--- src/rtl/pipe_mem_pkg.sv ---
// -----------------------------------------------------------------------------
// pipe_mem_pkg
// Shared definitions for the unified-memory port arbiter: default bus widths
// and the arbiter FSM state encoding.
// -----------------------------------------------------------------------------
package pipe_mem_pkg;

    localparam int ADDR_W_DEF = 32;
    localparam int DATA_W_DEF = 32;

    typedef enum logic [1:0] {
        IDLE    = 2'd0,
        IF_BUSY = 2'd1,
        D_BUSY  = 2'd2
    } arb_state_e;

    // Plain vector forms of the states for legacy-style state registers.
    localparam logic [1:0] ST_IDLE    = IDLE;
    localparam logic [1:0] ST_IF_BUSY = IF_BUSY;
    localparam logic [1:0] ST_D_BUSY  = D_BUSY;

endpackage

--- src/rtl/mem_port_arbiter_if.sv ---
// -----------------------------------------------------------------------------
// mem_port_arbiter_if
// Request/ready bus to the single-ported unified memory.
//   m_req   : request pending (held until the cycle m_ready=1)
//   m_we    : 1=write, 0=read
//   m_addr  : request address
//   m_wdata : write data
//   m_rdata : read data, valid with m_ready
//   m_ready : memory completes the request held on m_req this cycle
// master = arbiter side, slave = memory side.
// -----------------------------------------------------------------------------
interface mem_port_arbiter_if
    import pipe_mem_pkg::*;
#(
    parameter int ADDR_W = ADDR_W_DEF,
    parameter int DATA_W = DATA_W_DEF
) ();

    logic              m_req;
    logic              m_we;
    logic [ADDR_W-1:0] m_addr;
    logic [DATA_W-1:0] m_wdata;
    logic [DATA_W-1:0] m_rdata;
    logic              m_ready;

    modport master (
        output m_req,
        output m_we,
        output m_addr,
        output m_wdata,
        input  m_rdata,
        input  m_ready
    );

    modport slave (
        input  m_req,
        input  m_we,
        input  m_addr,
        input  m_wdata,
        output m_rdata,
        output m_ready
    );

endinterface

--- src/rtl/mem_port_arbiter.sv ---
// -----------------------------------------------------------------------------
// mem_port_arbiter
// Shares one variable-latency memory port between instruction fetch (IF) and
// the MEM-stage load/store. Data accesses win over fetches so MEM can drain.
// Ports:
//   clk, reset            : clock, synchronous active-high reset
//   if_req/if_addr        : fetch request and PC
//   if_rdata/if_valid     : fetched word, one-cycle completion pulse
//   flush                 : mispredict; discard the current/pending fetch
//   mem_rd/mem_wr/mem_pred: MEM-stage load, store, predicate
//   mem_addr/mem_wdata    : load/store address and store data
//   mem_rdata/mem_done    : load result, one-cycle completion pulse
//   mbus                  : memory request/ready bus (master side)
//   stall_if/stall_mem    : pipeline hold signals
// -----------------------------------------------------------------------------
module mem_port_arbiter
    import pipe_mem_pkg::*;
#(
    parameter int ADDR_W = ADDR_W_DEF,
    parameter int DATA_W = DATA_W_DEF
) (
    input  logic              clk,
    input  logic              reset,
    input  logic              if_req,
    input  logic [ADDR_W-1:0] if_addr,
    output logic [DATA_W-1:0] if_rdata,
    output logic              if_valid,
    input  logic              flush,
    input  logic              mem_rd,
    input  logic              mem_wr,
    input  logic              mem_pred,
    input  logic [ADDR_W-1:0] mem_addr,
    input  logic [DATA_W-1:0] mem_wdata,
    output logic [DATA_W-1:0] mem_rdata,
    output logic              mem_done,
    mem_port_arbiter_if.master mbus,
    output logic              stall_if,
    output logic              stall_mem
);

    logic [1:0]        state_q,     state_d;
    logic              m_req_q,     m_req_d;
    logic              m_we_q,      m_we_d;
    logic [ADDR_W-1:0] m_addr_q,    m_addr_d;
    logic [DATA_W-1:0] m_wdata_q,   m_wdata_d;
    logic [DATA_W-1:0] if_rdata_q,  if_rdata_d;
    logic              if_valid_q,  if_valid_d;
    logic [DATA_W-1:0] mem_rdata_q, mem_rdata_d;
    logic              mem_done_q,  mem_done_d;
    logic              drop_q,      drop_d;
    logic              dop_s;

    // A squashed (predicate-false) load/store is not a data operation at all.
    assign dop_s = mem_pred & (mem_rd | mem_wr);

    assign stall_mem = dop_s & ~mem_done_q;
    assign stall_if  = stall_mem | (if_req & ~if_valid_q);

    assign mbus.m_req   = m_req_q;
    assign mbus.m_we    = m_we_q;
    assign mbus.m_addr  = m_addr_q;
    assign mbus.m_wdata = m_wdata_q;

    assign if_rdata  = if_rdata_q;
    assign if_valid  = if_valid_q;
    assign mem_rdata = mem_rdata_q;
    assign mem_done  = mem_done_q;

    // Next-state logic: issue in IDLE, wait for m_ready in the busy states.
    always_comb begin
        state_d     = state_q;
        m_req_d     = m_req_q;
        m_we_d      = m_we_q;
        m_addr_d    = m_addr_q;
        m_wdata_d   = m_wdata_q;
        if_rdata_d  = if_rdata_q;
        if_valid_d  = 1'b0;
        mem_rdata_d = mem_rdata_q;
        mem_done_d  = 1'b0;
        drop_d      = drop_q;

        case (state_q)
            ST_IDLE: begin
                // A done/valid pulse this cycle means the pipeline advances at
                // this edge, so the request inputs are stale: do not re-issue.
                if (dop_s && !mem_done_q) begin
                    m_req_d   = 1'b1;
                    m_we_d    = mem_wr;
                    m_addr_d  = mem_addr;
                    m_wdata_d = mem_wdata;
                    state_d   = ST_D_BUSY;
                end else if (if_req && !flush && !if_valid_q) begin
                    m_req_d  = 1'b1;
                    m_we_d   = 1'b0;
                    m_addr_d = if_addr;
                    state_d  = ST_IF_BUSY;
                end else begin
                    m_req_d = 1'b0;
                end
            end
            ST_IF_BUSY: begin
                if (mbus.m_ready) begin
                    m_req_d = 1'b0;
                    state_d = ST_IDLE;
                    // A fetch killed by a flush completes on the bus silently.
                    if (drop_q || flush) begin
                        drop_d = 1'b0;
                    end else begin
                        if_rdata_d = mbus.m_rdata;
                        if_valid_d = 1'b1;
                    end
                end else if (flush) begin
                    drop_d = 1'b1;
                end else begin
                    drop_d = drop_q;
                end
            end
            ST_D_BUSY: begin
                if (mbus.m_ready) begin
                    m_req_d    = 1'b0;
                    mem_done_d = 1'b1;
                    state_d    = ST_IDLE;
                    if (!m_we_q) begin
                        mem_rdata_d = mbus.m_rdata;
                    end else begin
                        mem_rdata_d = mem_rdata_q;
                    end
                end else begin
                    m_req_d = 1'b1;
                end
            end
            default: begin
                m_req_d = 1'b0;
                drop_d  = 1'b0;
                state_d = ST_IDLE;
            end
        endcase
    end

    // State and registered outputs; reset abandons any in-flight request.
    always_ff @(posedge clk) begin
        if (reset) begin
            state_q     <= ST_IDLE;
            m_req_q     <= 1'b0;
            m_we_q      <= 1'b0;
            m_addr_q    <= {ADDR_W{1'b0}};
            m_wdata_q   <= {DATA_W{1'b0}};
            if_rdata_q  <= {DATA_W{1'b0}};
            if_valid_q  <= 1'b0;
            mem_rdata_q <= {DATA_W{1'b0}};
            mem_done_q  <= 1'b0;
            drop_q      <= 1'b0;
        end else begin
            state_q     <= state_d;
            m_req_q     <= m_req_d;
            m_we_q      <= m_we_d;
            m_addr_q    <= m_addr_d;
            m_wdata_q   <= m_wdata_d;
            if_rdata_q  <= if_rdata_d;
            if_valid_q  <= if_valid_d;
            mem_rdata_q <= mem_rdata_d;
            mem_done_q  <= mem_done_d;
            drop_q      <= drop_d;
        end
    end

endmodule

--- src/flat_wrapper.sv ---
// flat-port wrapper written by rule: the top's interface ports become plain ports
module mem_port_arbiter_flat import pipe_mem_pkg::*;
#(
    parameter int ADDR_W = ADDR_W_DEF,
    parameter int DATA_W = DATA_W_DEF
)
  (clk, reset, if_req, if_addr, if_rdata, if_valid, flush, mem_rd, mem_wr, mem_pred, mem_addr, mem_wdata, mem_rdata, mem_done, stall_if, stall_mem, mbus_m_req, mbus_m_we, mbus_m_addr, mbus_m_wdata, mbus_m_rdata, mbus_m_ready);
  mem_port_arbiter_if #(.ADDR_W(ADDR_W), .DATA_W(DATA_W)) mbus_i ();
  input  logic clk;
  input  logic reset;
  input  logic if_req;
  input  logic [ADDR_W-1:0] if_addr;
  output logic [DATA_W-1:0] if_rdata;
  output logic if_valid;
  input  logic flush;
  input  logic mem_rd;
  input  logic mem_wr;
  input  logic mem_pred;
  input  logic [ADDR_W-1:0] mem_addr;
  input  logic [DATA_W-1:0] mem_wdata;
  output logic [DATA_W-1:0] mem_rdata;
  output logic mem_done;
  output logic stall_if;
  output logic stall_mem;
  output wire logic [$bits(mbus_i.m_req)-1:0] mbus_m_req;
  output wire logic [$bits(mbus_i.m_we)-1:0] mbus_m_we;
  output wire logic [$bits(mbus_i.m_addr)-1:0] mbus_m_addr;
  output wire logic [$bits(mbus_i.m_wdata)-1:0] mbus_m_wdata;
  input wire logic [$bits(mbus_i.m_rdata)-1:0] mbus_m_rdata;
  input wire logic [$bits(mbus_i.m_ready)-1:0] mbus_m_ready;
  assign mbus_m_req = mbus_i.m_req;
  assign mbus_m_we = mbus_i.m_we;
  assign mbus_m_addr = mbus_i.m_addr;
  assign mbus_m_wdata = mbus_i.m_wdata;
  assign mbus_i.m_rdata = mbus_m_rdata;
  assign mbus_i.m_ready = mbus_m_ready;
  mem_port_arbiter #(.ADDR_W(ADDR_W), .DATA_W(DATA_W)) u_core (.clk(clk), .reset(reset), .if_req(if_req), .if_addr(if_addr), .if_rdata(if_rdata), .if_valid(if_valid), .flush(flush), .mem_rd(mem_rd), .mem_wr(mem_wr), .mem_pred(mem_pred), .mem_addr(mem_addr), .mem_wdata(mem_wdata), .mem_rdata(mem_rdata), .mem_done(mem_done), .mbus(mbus_i), .stall_if(stall_if), .stall_mem(stall_mem));
endmodule
--- config.mk ---
export PLATFORM = sky130hd
export DESIGN_NAME = mem_port_arbiter_flat
export DESIGN_NICKNAME = d
export VERILOG_FILES = /design/src/rtl/pipe_mem_pkg.sv /design/src/rtl/mem_port_arbiter_if.sv /design/src/rtl/mem_port_arbiter.sv /design/src/flat_wrapper.sv
export SDC_FILE = /design/constraint.sdc
export NUM_CORES = 1
export LEC_CHECK = 0
export ABC_AREA = 1
export CORE_MARGIN = 2
export CORE_UTILIZATION = 43
export CTS_CLUSTER_DIAMETER = 80
export DETAILED_ROUTE_END_ITERATION = 16
export GPL_ROUTABILITY_DRIVEN = 0
export PLACE_DENSITY = 0.85
export SLEW_MARGIN = 20
export SYNTH_ARGS = -nofsm -noshare
export SYNTH_HDL_FRONTEND = slang
export SYNTH_SLANG_ARGS = --single-unit
--- constraint.sdc ---
create_clock -name clk -period 2.5 [get_ports clk]
set_input_delay 0.75 -clock clk [delete_from_list [all_inputs] [get_ports clk]]
set_output_delay 0.75 -clock clk [all_outputs]
set_load 0.02 [all_outputs]
==> flow_summary.ini <==
[hold_path]
min_from = u_core.if_rdata[0]
min_to = u_core.if_rdata[0]
hp-class = reg -> reg
worstHoldPathCells = 2

[synth]
synthXorXnorAreaFrac_pct = 0
synth_compound_area_share_pct = 9.57
yosysWarnings = 0
synth_top_family_by_area = simple AND/OR/NAND/NOR gates
synthSimpleGateAreaFrac_pct = 31.9
synth_fa_ha_area_share_pct = 0.698
synth_mux_area_share_pct = 0
ys_ff_latch = 135
postSynthAreaPerCell_sq_um = 6.87
syn_area_sq_mm = 0.00537
netlist_instances = 782
ys_types = 19
syn_nets = 921
ys_seq_area_share_pct = 50.3

[clock_tree]
post_cts_buffers = 0
clock-sinks = 135
clock_path_buffers = 2
cts_tree = built
path_clk_slew_ns = 0.05
clk-insertion-delay-late_ns = 0.41
htreeDepth = 4
cts_buffers = 17
cts_root_buffer = clkbuf_16
cts_hold_buffers = 0

[global_route]
use_met2_pct = 42.0
grt_overflow_total = 0
grt_pass1_vias = 5300
use_met3_pct = 9.73
use_met1_pct = 26.4
grtUsageTotal_pct = 24.4
grt_max_degree = 39
grt_pass1_wl_um = 25400
grt.busiest_layer = met2
antenna_found_initial = 0

[timing]
fmax_mhz = 413
clock_skew_ns = 0.0121
finalMaxSlewViolations = 0
rsz0062_at_grt = no
final_hold_viol_count = 0
setup_viol = 0
fin_crit_sh_pct = 96.9
hold_ws_ns = 0.478
slew_headroom_pct = 75.1
period_minus_slack_ns = 2.42
tightest_slew_ns = 0.372

[route]
ant_nets = 0
wl_per_cell_um = 13.4
drt_iter0_markers = 292
route.detailed.drc = 0
viasPerCell = 4.63
wl_um = 16500
drtPass1Iterations = 4
vias = 5667

[worst_setup_path]
cp.arrival_ns = 1.67
crit_required_ns = 1.75
crit_path_end_kind = output port
start_kind = primary input
r2r-start = u_core.mem_done
r2r_end = u_core.mbus.m_wdata[19]
r2r_cells = 7
critPathKind = in -> out
cp_max_fo = 4
r2r_slack_ns = 0.94

[die]
rows = 40
dieWidth_um = 116
initial_core_util_pct = 44.4
die_area_sq_mm = 0.0134
core_region_area_sq_mm = 0.0121
die-height_um = 116
top_level_ports = 270

[job]
maxCapViolCount = 0

[final_layout]
final_common_cell = clkdlybuf4s50_1
syn_to_final_growth_pct = 64.1
drive_gt1_share_pct = 5.30
mostFrequentLayoutCells = clkdlybuf4s50_1, nor2_1, nand2_1, dfxtp_1, o21ai_0
fin_nets = 1184
final_util_pct = 72.8
antenna_cells = 0

[power_and_ir_drop]
p_leak_uw = 0.00389
finalPower_uw = 6010
ir_drop_mv = 0.498
power_per_cell_area_mw_per_mm2 = 681

[place]
port_buffers = 269
dp_hpwl_um = 11800

[run_status]
status = finished clean
worst max-delay path, stage by stage:
cell and delay, ns:
clkdlybuf4s50_1 0.45, inv_1 0.05, nor2_2 0.12, nand2_4 0.08, inv_1 0.07, buf_2 0.16
synthesized netlist by cell type:
cell	instances	share of area (%)
nand2_2	2	0.23
nor2_4	1	0.21
o21ai_0	98	9.1
a21oi_1	2	0.19
nor2_1	266	19
nand2_1	174	12
ha_1	3	0.70
dfxtp_1	135	50
nand3_1	3	0.28
buf_6	2	0.42
nand4_1	1	0.12
buf_4	6	0.84
buf_2	15	1.4
clkbuf_1	22	1.5
a31oi_1	1	0.12
nor2_2	1	0.12
nand2_4	1	0.21
a21o_1	1	0.14
inv_1	48	3.4
routing by layer:
layer,vias to the layer above,wire length [um]
li1,2914,-
met1,2513,6510
met2,213,8000
met3,27,1600
met4,0,350
met5,-,0
state kept, by name (all words and copies together) (netlist names):
signal               flops
u_core.if_rdata         32
u_core.mbus.m_addr      32
u_core.mbus.m_wdata     32
u_core.mem_rdata        32
u_core.state_q           2
u_core.drop_q            1
u_core.if_valid          1
u_core.mbus.m_req        1
u_core.mbus.m_we         1
u_core.mem_done          1
area by class of cell:
type                            count  area, sq um
Timing Repair Buffer              289         2920
Inverter                           48          180
Fill cell                         988         3290
Clock buffer                       24          492
Clock inverter                      7         46.3
Sequential cell                   135         2700
Tap cell                          168          210
Multi-Input combinational cell    554         2270
power by group:
group          switching [uW]  total [uW]  internal, uW
registers                84.7        2410          2330
logic                     699        1360           661
clock network             871        2230          1360
total                    1650        6010          4350
logic make-up (layout without fill, tap and decap cells):
group | count (synthesis) | in the layout
buffers and inverters | 93 | 368
AOI/OAI and AO/OA | 102 | 102
DFF | 135 | 135
and+or+nand+nor | 449 | 449
adders and majority gates | 3 | 3
what timing repair did:
action,4_1_cts,5_1_grt
endpoints found under the hold margin,0,0
setup endpoints to repair,2,0
resized for setup,8,0
worst max-delay path by stage:
| stage | slack, ns | endpoint | start |
|---|---|---|---|
| finish | 0.08 | stall_mem | mem_pred |
| global route | 0.005 | stall_mem | mem_pred |
| CTS | 0.08 | stall_mem | mem_pred |
| detailed placement | -0.36 | stall_mem | mem_pred |
| global placement | -0.35 | stall_mem | mem_pred |
| floorplan | 0.30 | stall_if | mem_rd |
through the flow:
step	worst slack (ns)	area [sq um]	cells	setup TNS, ns
after floorplan	0.297	5370	782	0
after global placement	-0.346	8290	1194	-0.682
after detailed placement	-0.360	8290	1194	-0.709
after CTS	0.0808	8820	1225	0
after global routing	0.00545	8820	1225	0
final	0.0772	8820	1225	0
No activity file was read; power rests on OpenSTA's default activity.
